$ cat config.mk
export PLATFORM = sky130hd
export DESIGN_NAME = controlador_compuerta_flat
export DESIGN_NICKNAME = d
export VERILOG_FILES = /design/src/rtl/controlador_compuerta_pkg.sv /design/src/rtl/controlador_compuerta_if.sv /design/src/rtl/controlador_compuerta_detector_pin.sv /design/src/rtl/controlador_compuerta.sv /design/src/flat_wrapper.sv
export SDC_FILE = /design/constraint.sdc
export NUM_CORES = 1
export LEC_CHECK = 0
export CORE_UTILIZATION = 27
export CTS_BUF_LIST = sky130_fd_sc_hd__clkbuf_8
export CTS_CLUSTER_DIAMETER = 60
export DETAILED_ROUTE_END_ITERATION = 12
export HOLD_SLACK_MARGIN = 0.12
export SLEW_MARGIN = 20
export SYNTH_ARGS = -nofsm -noshare
export SYNTH_HDL_FRONTEND = slang
export SYNTH_SLANG_ARGS = --single-unit
$ cat constraint.sdc
create_clock -name Clk -period 2.16 [get_ports Clk]
set_input_delay 0.432 -clock Clk [delete_from_list [all_inputs] [get_ports Clk]]
set_output_delay 0.432 -clock Clk [all_outputs]
set_load 0.01 [all_outputs]
$ cat src/rtl/controlador_compuerta_pkg.sv
// Purpose : shared types and constants for the parking-gate controller.
// Latency : n/a (declarations only).
// Backpressure: n/a.
package controlador_compuerta_pkg;

    // Width of the wrong-attempt counter; holds limits 1..7.
    localparam int INTENTOS_W = 3;

    // Width of the open-gate timer; holds timeouts 1..255.
    localparam int TIMER_W = 8;

    // Keypad value while no key is pressed.
    localparam logic [7:0] PIN_ESPERA_DEF = 8'h00;

    typedef enum logic [2:0] {
        ESPERA  = 3'd0,
        INGRESO = 3'd1,
        ABIERTA = 3'd2,
        ALARMA  = 3'd3,
        BLOQUEO = 3'd4
    } estado_t;

endpackage

$ cat src/rtl/controlador_compuerta_if.sv
// Purpose : sensor/keypad inputs and gate status outputs of the gate controller.
// Latency : n/a (wiring only).
// Backpressure: none; all signals are level-sampled every cycle.
// Ports   : Vehiculo, Termino, Pin (to controller); Cerrado, Abierto, Alarma,
//           Bloqueo, Intentos (from controller).
interface controlador_compuerta_if;
    import controlador_compuerta_pkg::*;

    logic                  Vehiculo;
    logic                  Termino;
    logic [7:0]            Pin;
    logic                  Cerrado;
    logic                  Abierto;
    logic                  Alarma;
    logic                  Bloqueo;
    logic [INTENTOS_W-1:0] Intentos;

    // Stimulus side (drives sensors and keypad).
    modport master (
        output Vehiculo, Termino, Pin,
        input  Cerrado, Abierto, Alarma, Bloqueo, Intentos
    );

    // Controller side.
    modport slave (
        input  Vehiculo, Termino, Pin,
        output Cerrado, Abierto, Alarma, Bloqueo, Intentos
    );

endinterface

$ cat src/rtl/controlador_compuerta_detector_pin.sv
// Purpose : turns the raw keypad value into a single-cycle key-press event.
// Latency : combinational from i_pin; history register updates every cycle.
// Backpressure: none.
// Ports   : i_clk, i_rst_n, i_pin (keypad); o_evento (new press this cycle),
//           o_pin_ok (current keypad value is the accepted code).
module detector_pin
    import controlador_compuerta_pkg::*;
#(
    parameter logic [7:0] PIN_CORRECTO = 8'h08,
    parameter logic [7:0] PIN_ESPERA   = PIN_ESPERA_DEF
) (
    input  logic       i_clk,
    input  logic       i_rst_n,
    input  logic [7:0] i_pin,
    output logic       o_evento,
    output logic       o_pin_ok
);

    logic [7:0] r_pin_prev;

    always_ff @(posedge i_clk or negedge i_rst_n) begin
        if (!i_rst_n) begin
            r_pin_prev <= PIN_ESPERA;
        end else begin
            r_pin_prev <= i_pin;
        end
    end

    // A press counts only on the idle->non-idle transition, so a held key
    // or a slide from one non-idle code to another is not a new attempt.
    assign o_evento = (i_pin != PIN_ESPERA) && (r_pin_prev == PIN_ESPERA);
    assign o_pin_ok = (i_pin == PIN_CORRECTO);

endmodule

$ cat src/rtl/controlador_compuerta.sv
// Purpose : parking-gate sequencer: PIN entry, wrong-attempt alarm, auto-close
//           and tailgating lockout.
// Latency : input sampled at edge n moves the state at edge n; registered
//           status outputs follow at edge n+1.
// Backpressure: none; inputs are level-sampled every cycle.
// Ports   : Clk, Reset (async, active-low); bus (slave modport) carries
//           Vehiculo/Termino/Pin in and Cerrado/Abierto/Alarma/Bloqueo/Intentos out.
module controlador_compuerta
    import controlador_compuerta_pkg::*;
#(
    parameter logic [7:0] PIN_CORRECTO = 8'h08,
    parameter logic [7:0] PIN_ESPERA   = PIN_ESPERA_DEF,
    parameter int         MAX_INTENTOS = 3,
    parameter int         T_ABIERTA    = 64
) (
    input  logic                    Clk,
    input  logic                    Reset,
    controlador_compuerta_if.slave  bus
);

    localparam logic [INTENTOS_W-1:0] LIM_INTENTOS = INTENTOS_W'(MAX_INTENTOS);
    localparam logic [TIMER_W-1:0]    T_FIN        = TIMER_W'(T_ABIERTA - 1);

    estado_t               r_estado;
    estado_t               w_estado_sig;
    logic [INTENTOS_W-1:0] r_intentos;
    logic [INTENTOS_W-1:0] w_intentos_sig;
    logic [INTENTOS_W-1:0] w_intentos_inc;
    logic [TIMER_W-1:0]    r_timer;
    logic [TIMER_W-1:0]    w_timer_sig;
    logic                  w_evento;
    logic                  w_pin_ok;
    logic                  w_pin_bueno;

    logic                  r_cerrado;
    logic                  r_abierto;
    logic                  r_alarma;
    logic                  r_bloqueo;
    logic [INTENTOS_W-1:0] r_intentos_o;

    detector_pin #(
        .PIN_CORRECTO (PIN_CORRECTO),
        .PIN_ESPERA   (PIN_ESPERA)
    ) u_detector_pin (
        .i_clk    (Clk),
        .i_rst_n  (Reset),
        .i_pin    (bus.Pin),
        .o_evento (w_evento),
        .o_pin_ok (w_pin_ok)
    );

    assign w_pin_bueno    = w_evento && w_pin_ok;
    assign w_intentos_inc = r_intentos + 1'b1;

    always_ff @(posedge Clk or negedge Reset) begin
        if (!Reset) begin
            r_estado   <= ESPERA;
            r_intentos <= '0;
            r_timer    <= '0;
        end else begin
            r_estado   <= w_estado_sig;
            r_intentos <= w_intentos_sig;
            r_timer    <= w_timer_sig;
        end
    end

    // The timer is zero in every state except while ABIERTA is held, so it
    // always starts from 0 on entry to ABIERTA.
    always_comb begin
        w_estado_sig   = r_estado;
        w_intentos_sig = r_intentos;
        w_timer_sig    = '0;
        case (r_estado)
            ESPERA: begin
                if (bus.Vehiculo) begin
                    w_estado_sig = INGRESO;
                end
            end
            INGRESO: begin
                // Vehicle leaving wins over a simultaneous key press.
                if (!bus.Vehiculo) begin
                    w_estado_sig = ESPERA;
                end else if (w_evento) begin
                    if (w_pin_ok) begin
                        w_estado_sig   = ABIERTA;
                        w_intentos_sig = '0;
                    end else if (w_intentos_inc >= LIM_INTENTOS) begin
                        w_estado_sig   = ALARMA;
                        w_intentos_sig = LIM_INTENTOS;
                    end else begin
                        w_intentos_sig = w_intentos_inc;
                    end
                end
            end
            ALARMA: begin
                w_intentos_sig = LIM_INTENTOS;
                if (w_pin_bueno) begin
                    w_estado_sig   = ABIERTA;
                    w_intentos_sig = '0;
                end
            end
            ABIERTA: begin
                // Termino is checked first so it beats the timeout.
                if (bus.Termino) begin
                    w_estado_sig = bus.Vehiculo ? BLOQUEO : ESPERA;
                end else if (r_timer == T_FIN) begin
                    w_estado_sig = ESPERA;
                end else begin
                    w_timer_sig = r_timer + 1'b1;
                end
            end
            BLOQUEO: begin
                if (w_pin_bueno) begin
                    w_estado_sig = ESPERA;
                end
            end
            default: begin
                w_estado_sig = ESPERA;
            end
        endcase
    end

    // Status outputs are a registered decode of the state, so any illegal
    // encoding still shows a closed gate.
    always_ff @(posedge Clk or negedge Reset) begin
        if (!Reset) begin
            r_cerrado    <= 1'b1;
            r_abierto    <= 1'b0;
            r_alarma     <= 1'b0;
            r_bloqueo    <= 1'b0;
            r_intentos_o <= '0;
        end else begin
            r_cerrado    <= (r_estado != ABIERTA);
            r_abierto    <= (r_estado == ABIERTA);
            r_alarma     <= (r_estado == ALARMA) || (r_estado == BLOQUEO);
            r_bloqueo    <= (r_estado == BLOQUEO);
            r_intentos_o <= r_intentos;
        end
    end

    assign bus.Cerrado  = r_cerrado;
    assign bus.Abierto  = r_abierto;
    assign bus.Alarma   = r_alarma;
    assign bus.Bloqueo  = r_bloqueo;
    assign bus.Intentos = r_intentos_o;

endmodule

$ cat src/flat_wrapper.sv
// flat-port wrapper written by rule: the top's interface ports become plain ports
module controlador_compuerta_flat import controlador_compuerta_pkg::*;
#(
    parameter logic [7:0] PIN_CORRECTO = 8'h08,
    parameter logic [7:0] PIN_ESPERA   = PIN_ESPERA_DEF,
    parameter int         MAX_INTENTOS = 3,
    parameter int         T_ABIERTA    = 64
)
  (Clk, Reset, bus_Vehiculo, bus_Termino, bus_Pin, bus_Cerrado, bus_Abierto, bus_Alarma, bus_Bloqueo, bus_Intentos);
  controlador_compuerta_if bus_i ();
  input  logic Clk;
  input  logic Reset;
  input wire logic [$bits(bus_i.Vehiculo)-1:0] bus_Vehiculo;
  input wire logic [$bits(bus_i.Termino)-1:0] bus_Termino;
  input wire logic [$bits(bus_i.Pin)-1:0] bus_Pin;
  output wire logic [$bits(bus_i.Cerrado)-1:0] bus_Cerrado;
  output wire logic [$bits(bus_i.Abierto)-1:0] bus_Abierto;
  output wire logic [$bits(bus_i.Alarma)-1:0] bus_Alarma;
  output wire logic [$bits(bus_i.Bloqueo)-1:0] bus_Bloqueo;
  output wire logic [$bits(bus_i.Intentos)-1:0] bus_Intentos;
  assign bus_i.Vehiculo = bus_Vehiculo;
  assign bus_i.Termino = bus_Termino;
  assign bus_i.Pin = bus_Pin;
  assign bus_Cerrado = bus_i.Cerrado;
  assign bus_Abierto = bus_i.Abierto;
  assign bus_Alarma = bus_i.Alarma;
  assign bus_Bloqueo = bus_i.Bloqueo;
  assign bus_Intentos = bus_i.Intentos;
  controlador_compuerta #(.PIN_CORRECTO(PIN_CORRECTO), .PIN_ESPERA(PIN_ESPERA), .MAX_INTENTOS(MAX_INTENTOS), .T_ABIERTA(T_ABIERTA)) u_core (.Clk(Clk), .Reset(Reset), .bus(bus_i));
endmodule
Yosys cells after proc, flatten, opt, wreduce, memory -nomap -nowiden
Index checks and enable logic that the tools add are counted.
{"block": "totals", "register_bits": 29, "inputBits": 12, "output_inout_bits": 7}
{"block": "op_classes", "add_sub_neg": 2, "n_lt_le_gt_ge": 1, "eq_ne": 15, "n_mux": 20, "reduce_logical": 9}
{"cell": "two-way mux 3 bit", "count": 14}
{"cell": "two-way mux 8 bit", "count": 3}
{"cell": "one-hot mux 3 bit (5 select lines)", "count": 1}
{"cell": "!= test 3 x 2 -> 1 bit, second input constant", "count": 3}
{"cell": "adder 8 x 1 -> 8 bit, second input constant", "count": 1}
{"cell": "equality test 8 x 4 -> 1 bit, second input constant", "count": 1}
{"cell": "equality test 8 x 6 -> 1 bit, second input constant", "count": 1}
{"cell": "zero test 8 bit", "count": 1}
{"cell": "nonzero test 8 bit", "count": 1}
{"cell": "equality test 3 x 2 -> 1 bit, second input constant", "count": 2}
{"cell": "!= test 2 x 1 -> 1 bit, second input constant", "count": 3}
{"cell": "one-hot mux 3 bit (2 select lines)", "count": 1}
{"cell": "AND reduction 6 bit", "count": 1}
{"cell": "!= test 2 bit, second input constant", "count": 2}
{"cell": "!= test 4 x 2 -> 1 bit, second input constant", "count": 1}
{"cell": "adder 3 x 1 -> 3 bit, second input constant", "count": 1}
{"cell": "equality test 3 x 1 -> 1 bit, second input constant", "count": 1}
{"cell": "equality test 3 bit, second input constant", "count": 1}
{"cell": "greater-or-equal comparator 3 x 2 -> 1 bit, second input constant", "count": 1}
{"cell": "zero test 3 bit", "count": 1}
{"cell": "AND reduction 3 bit", "count": 1}
{"cell": "logical AND 1 bit", "count": 2}
{"cell": "two-way mux 2 bit", "count": 1}
{"cell": "nonzero test 2 bit", "count": 1}
{"cell": "logical OR 1 bit", "count": 1}

Longest topological paths before layout
Gate-level depths: netlist of the first run.
{"block": "logic_depth", "word_depth": 7, "ltp_mapped": 6}

Hierarchy
A second synthesis of the first run with hierarchy kept.
{"block": "hier_totals", "cells_unflattened": 107, "area_unflattened_um2": 1249.9}
{"mod": "controlador_compuerta", "instances": 1, "cells_each": 91, "area_each_um2": 987.2}
{"mod": "detector_pin", "instances": 1, "cells_each": 16, "area_each_um2": 262.8}

Least setup slack after synthesis of the first run
Ideal clock, no wire load.
{"block": "synth_timing", "path_type": "input-to-reg", "start": "input port bus_Pin[1]", "end": "register u_core.r_intentos[0]", "setup_time_ps": 123, "t_arrival_ps": 2137, "setup_slack_ps": -100, "stages": 5, "path_cell_list": "or4_4 > or4_4 > o211ai_2 > mux2_1 > o221a_2"}
{"block": "synth_via", "elab_chain_len": 5}
{"item": "from (decl)", "line_no": "flat_wrapper.sv:15", "rtl": "input wire logic [$bits(bus_i.Pin)-1:0] bus_Pin;"}
{"item": "equality test 8 x 4 -> 1 bit or nonzero test 8 bit (tied branches)", "line_no": "controlador_compuerta_detector_pin.sv:32, controlador_compuerta_detector_pin.sv:31"}
{"item": "two-way mux 3 bit or logical AND 1 bit (tied branches)", "line_no": "controlador_compuerta.sv:84, controlador_compuerta_detector_pin.sv:31"}
{"item": "two-way mux 3 bit or logical AND 1 bit (tied branches)", "line_no": "controlador_compuerta.sv:83, controlador_compuerta.sv:52"}
{"item": "two-way mux 3 bit or two-way mux 2 bit (tied branches)", "line_no": "controlador_compuerta.sv:81, controlador_compuerta.sv:97"}
{"item": "one-hot mux 3 bit (2 select lines)", "line_no": "controlador_compuerta.sv:73", "rtl": "case (r_estado)"}
{"item": "to (signal assigned)", "line_no": "controlador_compuerta.sv:62", "rtl": "r_intentos <= w_intentos_sig;"}
{"item": "to (decl)", "line_no": "controlador_compuerta.sv:26", "rtl": "logic [INTENTOS_W-1:0] r_intentos;"}
Parallel ways exist; a longest one is shown, timed or not. The select of a mux whose other input is x is not followed.
A chain may end at the register's enable or synchronous reset.

Worst setup path after layout of the first run
{"block": "layout_timing", "start": "input port bus_Pin[5]", "end": "register u_core.r_intentos[0]"}
Same word-level chain as after synthesis.

==> summary.md, run 1 <==
| Metric | Value |
|---|---|
| Status | `finished clean` |
| Final Hold Viols | `0` |
| Hold depth | `1` |
| Routed wire length | `between 2 and 2.5 mm` |
| Filler cells | `between 400 and 500` |
| Final Max Tran Viols | `0` |
| DRT antenna net count | `0` |
| Global-route wire length before repair | `between 3 and 4 mm` |
| Die area | `4758 µm²` |
| Vias in the first global route | `914` |
| Warnings from Yosys | `0` |
| Synth Flop Type | `dfrtp_1` |
| Cell Pwr Density | `between 600 and 700 nW/µm²` |
| Worst setup EP type | `flip-flop` |
| Core Area | `around 4100 µm²` |
| Area of the mapped netlist | `approximately 1200 µm²` |
| Max Clock Skew | `0.005346 ns` |
| IO Count | `19` |
| Detailed Routing Iterations Pass 1 | `3` |
| Wirelength per Cell | `approximately 13 µm` |
| Max_slew headroom | `0.5341` |
| Fin nets | `150` |
| CTS Buf Count | `5` |
| Antenna diode count | `0` |
| Crit Path Max Fanout | `3` |
| Avg Synthesized Cell Area | `between 10 and 15 µm²` |
| Number of flops mapped to enable cells by yosys | `0` |
| Final instance area | `between 1500 and 2000 µm²` |
| Max-cap violations | `0` |
| Tmin final | `~2.1 ns` |
| WHS | `approximately 0.25 ns` |
| R2R Path End | `u_core.r_intentos[0]` |
| Via count | `about 870` |
| Clock Path Buffers | `2` |
| Worst Hold Launch | `bus_Pin[0]` |
| Vias/cell | `approximately 4.7` |
| Die W | `about 69 µm` |
| FMAX | `477.2 MHz` |
| Synth unique cells | `31` |
| Multi-input logic area | `~490 µm²` |
| DR iter-0 viols | `60` |
| Setup WS post-layout | `approximately 0.065 ns` |
| DRC Markers | `0` |
| Cell Rows | `23` |
| Fin util | `0.3970` |
| Worst EP required | `roughly 2.3 ns` |
| Root buffer selected by CTS | `clkbuf_8` |
| I/O Buffers | `18` |
| Clock-pin slew on the worst setup and hold paths | `about 0.060 ns` |
| VDD IR max | `between 0.00015 and 0.0002 V` |
| Post-CTS Hold Fix Bufs | `0` |
| Worst min-delay path class | `input pin to flip-flop` |
| Crit start category | `input pin` |
| Largest net degree at the start of global routing | `30` |
| Gr ovfl total | `0` |
| Antenna violations before repair | `0` |
| Chip Height | `approximately 69 µm` |
| Syn nets | `between 100 and 150` |
| HPWL after detailed placement | `1.676 mm` |
| Reg2reg setup slack | `approximately 0.22 ns` |
| Placed Area | `between 1500 and 2000 µm²` |
| FF-to-FF Start | `u_core.u_detector_pin.r_pin_prev[5]` |
| CTS tree | `built` |
| Placed cells | `around 180` |
| Final period util | `0.9701` |
| Sink of the worst hold path | `u_core.u_detector_pin.r_pin_prev[0]` |
| Unrepaired setup endpoints after global routing | `no` |
| Total Routing Usage GR | `0.1204` |
| Layout area overhead | `35.85%` |
| Kind of critical path | `input pin to flip-flop` |
| Mapped Cells | `approximately 100` |
| Clk sink count | `29` |
| Worst-margin pin slew | `about 0.7 ns` |
| Layout cells sized above 1 | `0.2279` |
| Routability cong. | `about 0.76` |
| Initial cell density of the core | `0.2923` |
| Final setup vio count | `0` |
| Reg area | `between 700 and 800 µm²` |
| H-Tree Depth | `2` |
| Asr flop ratio synth | `1.000` |
| Post-Layout Cell Count | `about 190` |
| Yosys reg bits | `29` |
| Reg2reg path depth | `6` |
| Dpl ws | `-0.5967 ns` |
| Leak | `0.8048 nW` |
| Clk_lat worst skew | `around 0.28 ns` |
| Worst Path Arrival | `between 2 and 2.5 ns` |
| Post-synthesis sequential area ratio | `0.6002` |
cells by family (layout without fill, tap and decap cells):
| logic type | count (synthesis) | after routing | synth area share |
|---|---|---|---|
| simple gates | 40 | 40 | 0.1808 |
| flops | 29 | 29 | 0.6002 |
| compound gates | 15 | 15 | 0.09711 |
| xor+xnor | 7 | 7 | 0.05062 |
| buf+inv | 7 | 40 | 0.02169 |
| fa+ha+maj | 3 | 3 | 0.03100 |
| mux | 2 | 2 | 0.01859 |
cell usage after synthesis (2+ instances only):
cell	instances	share of area
and2_1	2	0.010
or4_1	2	0.012
nand3_1	7	0.029
or4_4	2	0.019
xor2_1	5	0.036
o221a_2	2	0.019
mux2_1	2	0.019
and3_1	2	0.010
o31ai_1	2	0.012
o211ai_1	2	0.012
nand2b_1	2	0.010
nor2_1	15	0.046
ha_1	3	0.031
o21ai_0	3	0.012
inv_1	6	0.019
xnor2_1	2	0.014
nand2_1	3	0.0093
dfrtp_1	28	0.58
sequential cells by signal (all words and copies together) (netlist names):
| register | flops |
|---|---|
| u_core.bus.Abierto | 1 |
| u_core.bus.Alarma | 1 |
| u_core.bus.Bloqueo | 1 |
| u_core.bus.Cerrado | 1 |
| u_core.bus.Intentos | 3 |
| u_core.r_estado | 3 |
| u_core.r_intentos | 3 |
| u_core.r_timer | 8 |
| u_core.u_detector_pin.r_pin_prev | 8 |
routing by layer:
| layer | part of all wire | up-vias | GRT usage |
|---|---|---|---|
| met5 | 0 | - | 0 |
| met4 | 0.026 | 0 | 0.09184 |
| met3 | 0.048 | 5 | 0.04112 |
| met2 | 0.51 | 17 | 0.2051 |
| met1 | 0.41 | 425 | 0.1197 |
| li1 | - | 421 | - |
worst max path at each step:
stage	to	from	cells after the start	slack, ns
after CTS	u_core.r_intentos[1]	bus_Pin[5]	6	-0.06
after global routing	u_core.r_intentos[1]	bus_Pin[5]	6	0.04
after global placement	u_core.r_intentos[1]	bus_Pin[1]	6	-0.56
final	u_core.r_intentos[0]	bus_Pin[5]	6	0.06
after floorplan	u_core.r_intentos[0]	bus_Pin[1]	5	-0.1
after detailed placement	u_core.r_intentos[1]	bus_Pin[1]	6	-0.60
timing repair:
| action | CTS | global route |
|---|---|---|
| endpoints found under the hold margin | 0 | 0 |
| buffers inserted | 1 | 0 |
| pin swaps | 5 | 2 |
| endpoints found under the setup margin | 4 | 4 |
| gates resized for setup | 22 | 1 |
layout make-up:
cell class / instances / share of cell area
flip-flops and latches: 29 / 0.4418
multi-input cells: 67 / 0.2996
repair buffers: 26 / 0.1452
clock buffers: 7 / 0.05856
well taps: 50 / 0.03802
inverters: 6 / 0.01369
clock inverters: 1 / 0.003042
cells in the final DEF, fill, tap and decap left out, types with 2 or more instances in the layout:
cell type | synthesis | layout
and2_1 | 2 | 2
and3_1 | 2 | 2
buf_4 | 0 | 8
buf_6 | 0 | 2
clkbuf_8 | 0 | 7
clkdlybuf4s50_1 | 0 | 14
dfrtp_1 | 28 | 28
ha_1 | 3 | 3
inv_1 | 6 | 6
mux2_4 | 0 | 2
nand2_1 | 3 | 3
nand2b_1 | 2 | 2
nand3_1 | 7 | 7
nor2_1 | 15 | 15
o211ai_1 | 2 | 2
o21ai_0 | 3 | 3
o221a_4 | 0 | 2
o31ai_1 | 2 | 2
or4_1 | 2 | 2
or4_4 | 2 | 2
xnor2_1 | 2 | 2
xor2_1 | 5 | 5
where the power goes:
group	internal [mW]	switching [mW]
Clock	0.287	0.197
Combinational	0.0331	0.0357
Sequential	0.554	0.00558
Total	0.874	0.239
stage by stage:
step | power (mW) | setup TNS (ns)
2_1_floorplan | 0.5850 | -0.1996
3_3_place_gp | 0.6334 | -2.158
3_5_place_dp | 0.6348 | -2.296
4_1_cts | 1.128 | -0.1275
5_1_grt | 1.159 | 0
6_report | 1.113 | 0
critical path, cell delays in order:
cell and delay (ns):
buf_6 0.09, or4_4 0.52, or4_4 0.45, o211ai_4 0.22, mux2_4 0.33, o221a_4 0.21
No activity file was read; power rests on OpenSTA's default activity.
==> run 2: changes to the inputs <==
Settings changed: HOLD_SLACK_MARGIN 0.12 to default.
==> results of run 2 <==
Final layout, timing and power as in run 1 (identical DEF).
==> run 3: changes to the inputs <==
Settings changed: SKIP_CTS_REPAIR_TIMING from default to 1.
==> summary.md, run 3 (synthesized netlist as in run 1, its figures left out) <==
| Metric | Value |
|---|---|
| FMAX | `445.7 MHz` |
| Root buffer selected by CTS | `clkbuf_8` |
| DR iter-0 viols | `49` |
| Worst setup EP type | `flip-flop` |
| Failing checks | `negative setup slack` |
| Highest metal used | `met4` |
| Vias in the first global route | `883` |
| Setup WS post-layout | `-0.08355 ns` |
| Die W | `approximately 69 µm` |
| CTS tree | `built` |
| Switching pwr | `approximately 0.24 mW` |
| Largest net degree at the start of global routing | `30` |
| Via count | `~880` |
| Dpl ws | `-0.5967 ns` |
| Worst-margin pin slew | `between 0.6 and 0.7 ns` |
| Hold depth | `1` |
| Total Routing Usage GR | `0.1145` |
| Metal2 WL | `between 1 and 1.5 mm` |
| Layout cells sized above 1 | `0.2206` |
| Routed wire length | `about 2.4 mm` |
| Cell Pwr Density | `approximately 680 nW/µm²` |
| Detailed Routing Iterations Pass 1 | `2` |
| Filler cells | `approximately 410` |
| Antenna diode count | `0` |
| Worst min-delay path class | `input pin to flip-flop` |
| Final period util | `1.039` |
| Clk_lat worst skew | `0.28 ns` |
| Clock-pin slew on the worst setup and hold paths | `0.06 ns` |
| VDD IR max | `a little under 0.0002 V` |
| Reg2reg path depth | `5` |
| Tmin final | `2.244 ns` |
| Most frequent cells in the layout | `dfrtp_1 (28), nor2_1 (15), clkdlybuf4s50_1 (14)` |
| Largest regs | `u_core.r_timer (8), u_core.u_detector_pin.r_pin_prev (8)` |
| Initial cell density of the core | `0.2923` |
| Max Clock Skew | `0.006368 ns` |
| CTS Buf Count | `5` |
| Die area | `roughly 4800 µm²` |
| Status | `finished, violations left` |
| Sw frac | `0.2147` |
| WHS | `between 0.2 and 0.3 ns` |
| Chip Height | `around 70 µm` |
| Post-Layout Cell Count | `186` |
| Max-cap violations | `0` |
| Wl on met1 | `~990 µm` |
| Most common cell after layout, fill and taps aside | `dfrtp_1` |
| Wirelength per Cell | `12.96 µm` |
| Layout area overhead | `35.43%` |
| Kind of critical path | `input pin to flip-flop` |
| Crit start category | `input pin` |
| Leak | `slightly above 0.8 nW` |
| Placed Area | `1503 µm²` |
| Gr ovfl total | `0` |
| DRC Markers | `0` |
| Worst Path Arrival | `2.40 ns` |
| Final TNS setup | `-0.1669 ns` |
| Reg2reg setup slack | `0.20 ns` |
| Clock power share | `0.435` |
| DR WL met3 | `around 120 µm` |
| IO Count | `19` |
| Unrepaired setup endpoints after global routing | `yes` |
| Fin util | `0.3958` |
| Placed cells | `177` |
| Cell Rows | `23` |
| Sequential power share | `0.503` |
| Final instance area | `~1600 µm²` |
| Clk sink count | `29` |
| Vias/cell | `about 4.7` |
| Fin nets | `150` |
| Crit Path Max Fanout | `3` |
| Gate power share | `0.061` |
| Routability cong. | `approximately 0.76` |
| Final Hold Viols | `0` |
| Final setup vio count | `2` |
| DRT antenna net count | `0` |
| Final Max Tran Viols | `0` |
| Antenna violations before repair | `0` |
| Core Area | `~4100 µm²` |
| Global-route wire length before repair | `3.732 mm` |
| H-Tree Depth | `2` |
| Int Pwr | `0.8732 mW` |
| HPWL after detailed placement | `about 1.7 mm` |
| Clock Path Buffers | `2` |
| Max_slew headroom | `0.5399` |
| I/O Buffers | `18` |
| Worst EP required | `between 2 and 2.5 ns` |
| Design Power | `1.112 mW` |
run 3: cell count changes in the layout (fill, tap and decap cells not counted), sizes merged:
| cell | previous run | this run |
|---|---|---|
| dlymetal6s2s | 0 | 1 |
| buf | 11 | 9 |
| clkbuf | 7 | 9 |
| clkdlybuf4s15 | 1 | 0 |
run 3: final cells by class:
cell class,count,area (µm²),area share
tap,50,62.56,0.03814
inverter,6,22.52,0.01373
timing repair buffer,26,234.0,0.1426
clock buffer,7,96.34,0.05873
sequential,29,726.9,0.4432
multi-input combinational,67,493.0,0.3005
clock inverter,1,5.005,0.003051
run 3: final timing paths:
| check | end | from |
|---|---|---|
| max in group asynchronous | u_core.bus.Cerrado | Reset |
| min in group asynchronous | u_core.u_detector_pin.r_pin_prev[4] | Reset |
| setup / recovery | u_core.r_intentos[0] | bus_Pin[4] |
| setup reg to reg | u_core.r_intentos[0] | u_core.u_detector_pin.r_pin_prev[5] |
| hold reg to reg | u_core.bus.Intentos[2] | u_core.r_intentos[2] |
| hold / removal | u_core.u_detector_pin.r_pin_prev[5] | bus_Pin[5] |
run 3: critical path, cell delays in order:
cell and delay (ns):
buf_6 0.09, or4_4 0.53, or4_4 0.55, o211ai_4 0.24, mux2_4 0.33, o221a_4 0.23
run 3: power by group through the flow:
stage	clock network [mW]	registers, mW	logic (mW)
6_report	0.484	0.560	0.0681
5_1_grt	0.522	0.560	0.0764
4_1_cts	0.499	0.559	0.0663
3_5_place_dp	0	0.569	0.0656
3_3_place_gp	0	0.569	0.0649
2_1_floorplan	0	0.567	0.0176
run 3: layer usage:
metal / GRT usage / vias to the layer above
met3: 0.04112 / 6
met2: 0.1881 / 17
met4: 0.09184 / 0
met1: 0.1166 / 433
met5: 0 / -
li1: - / 425
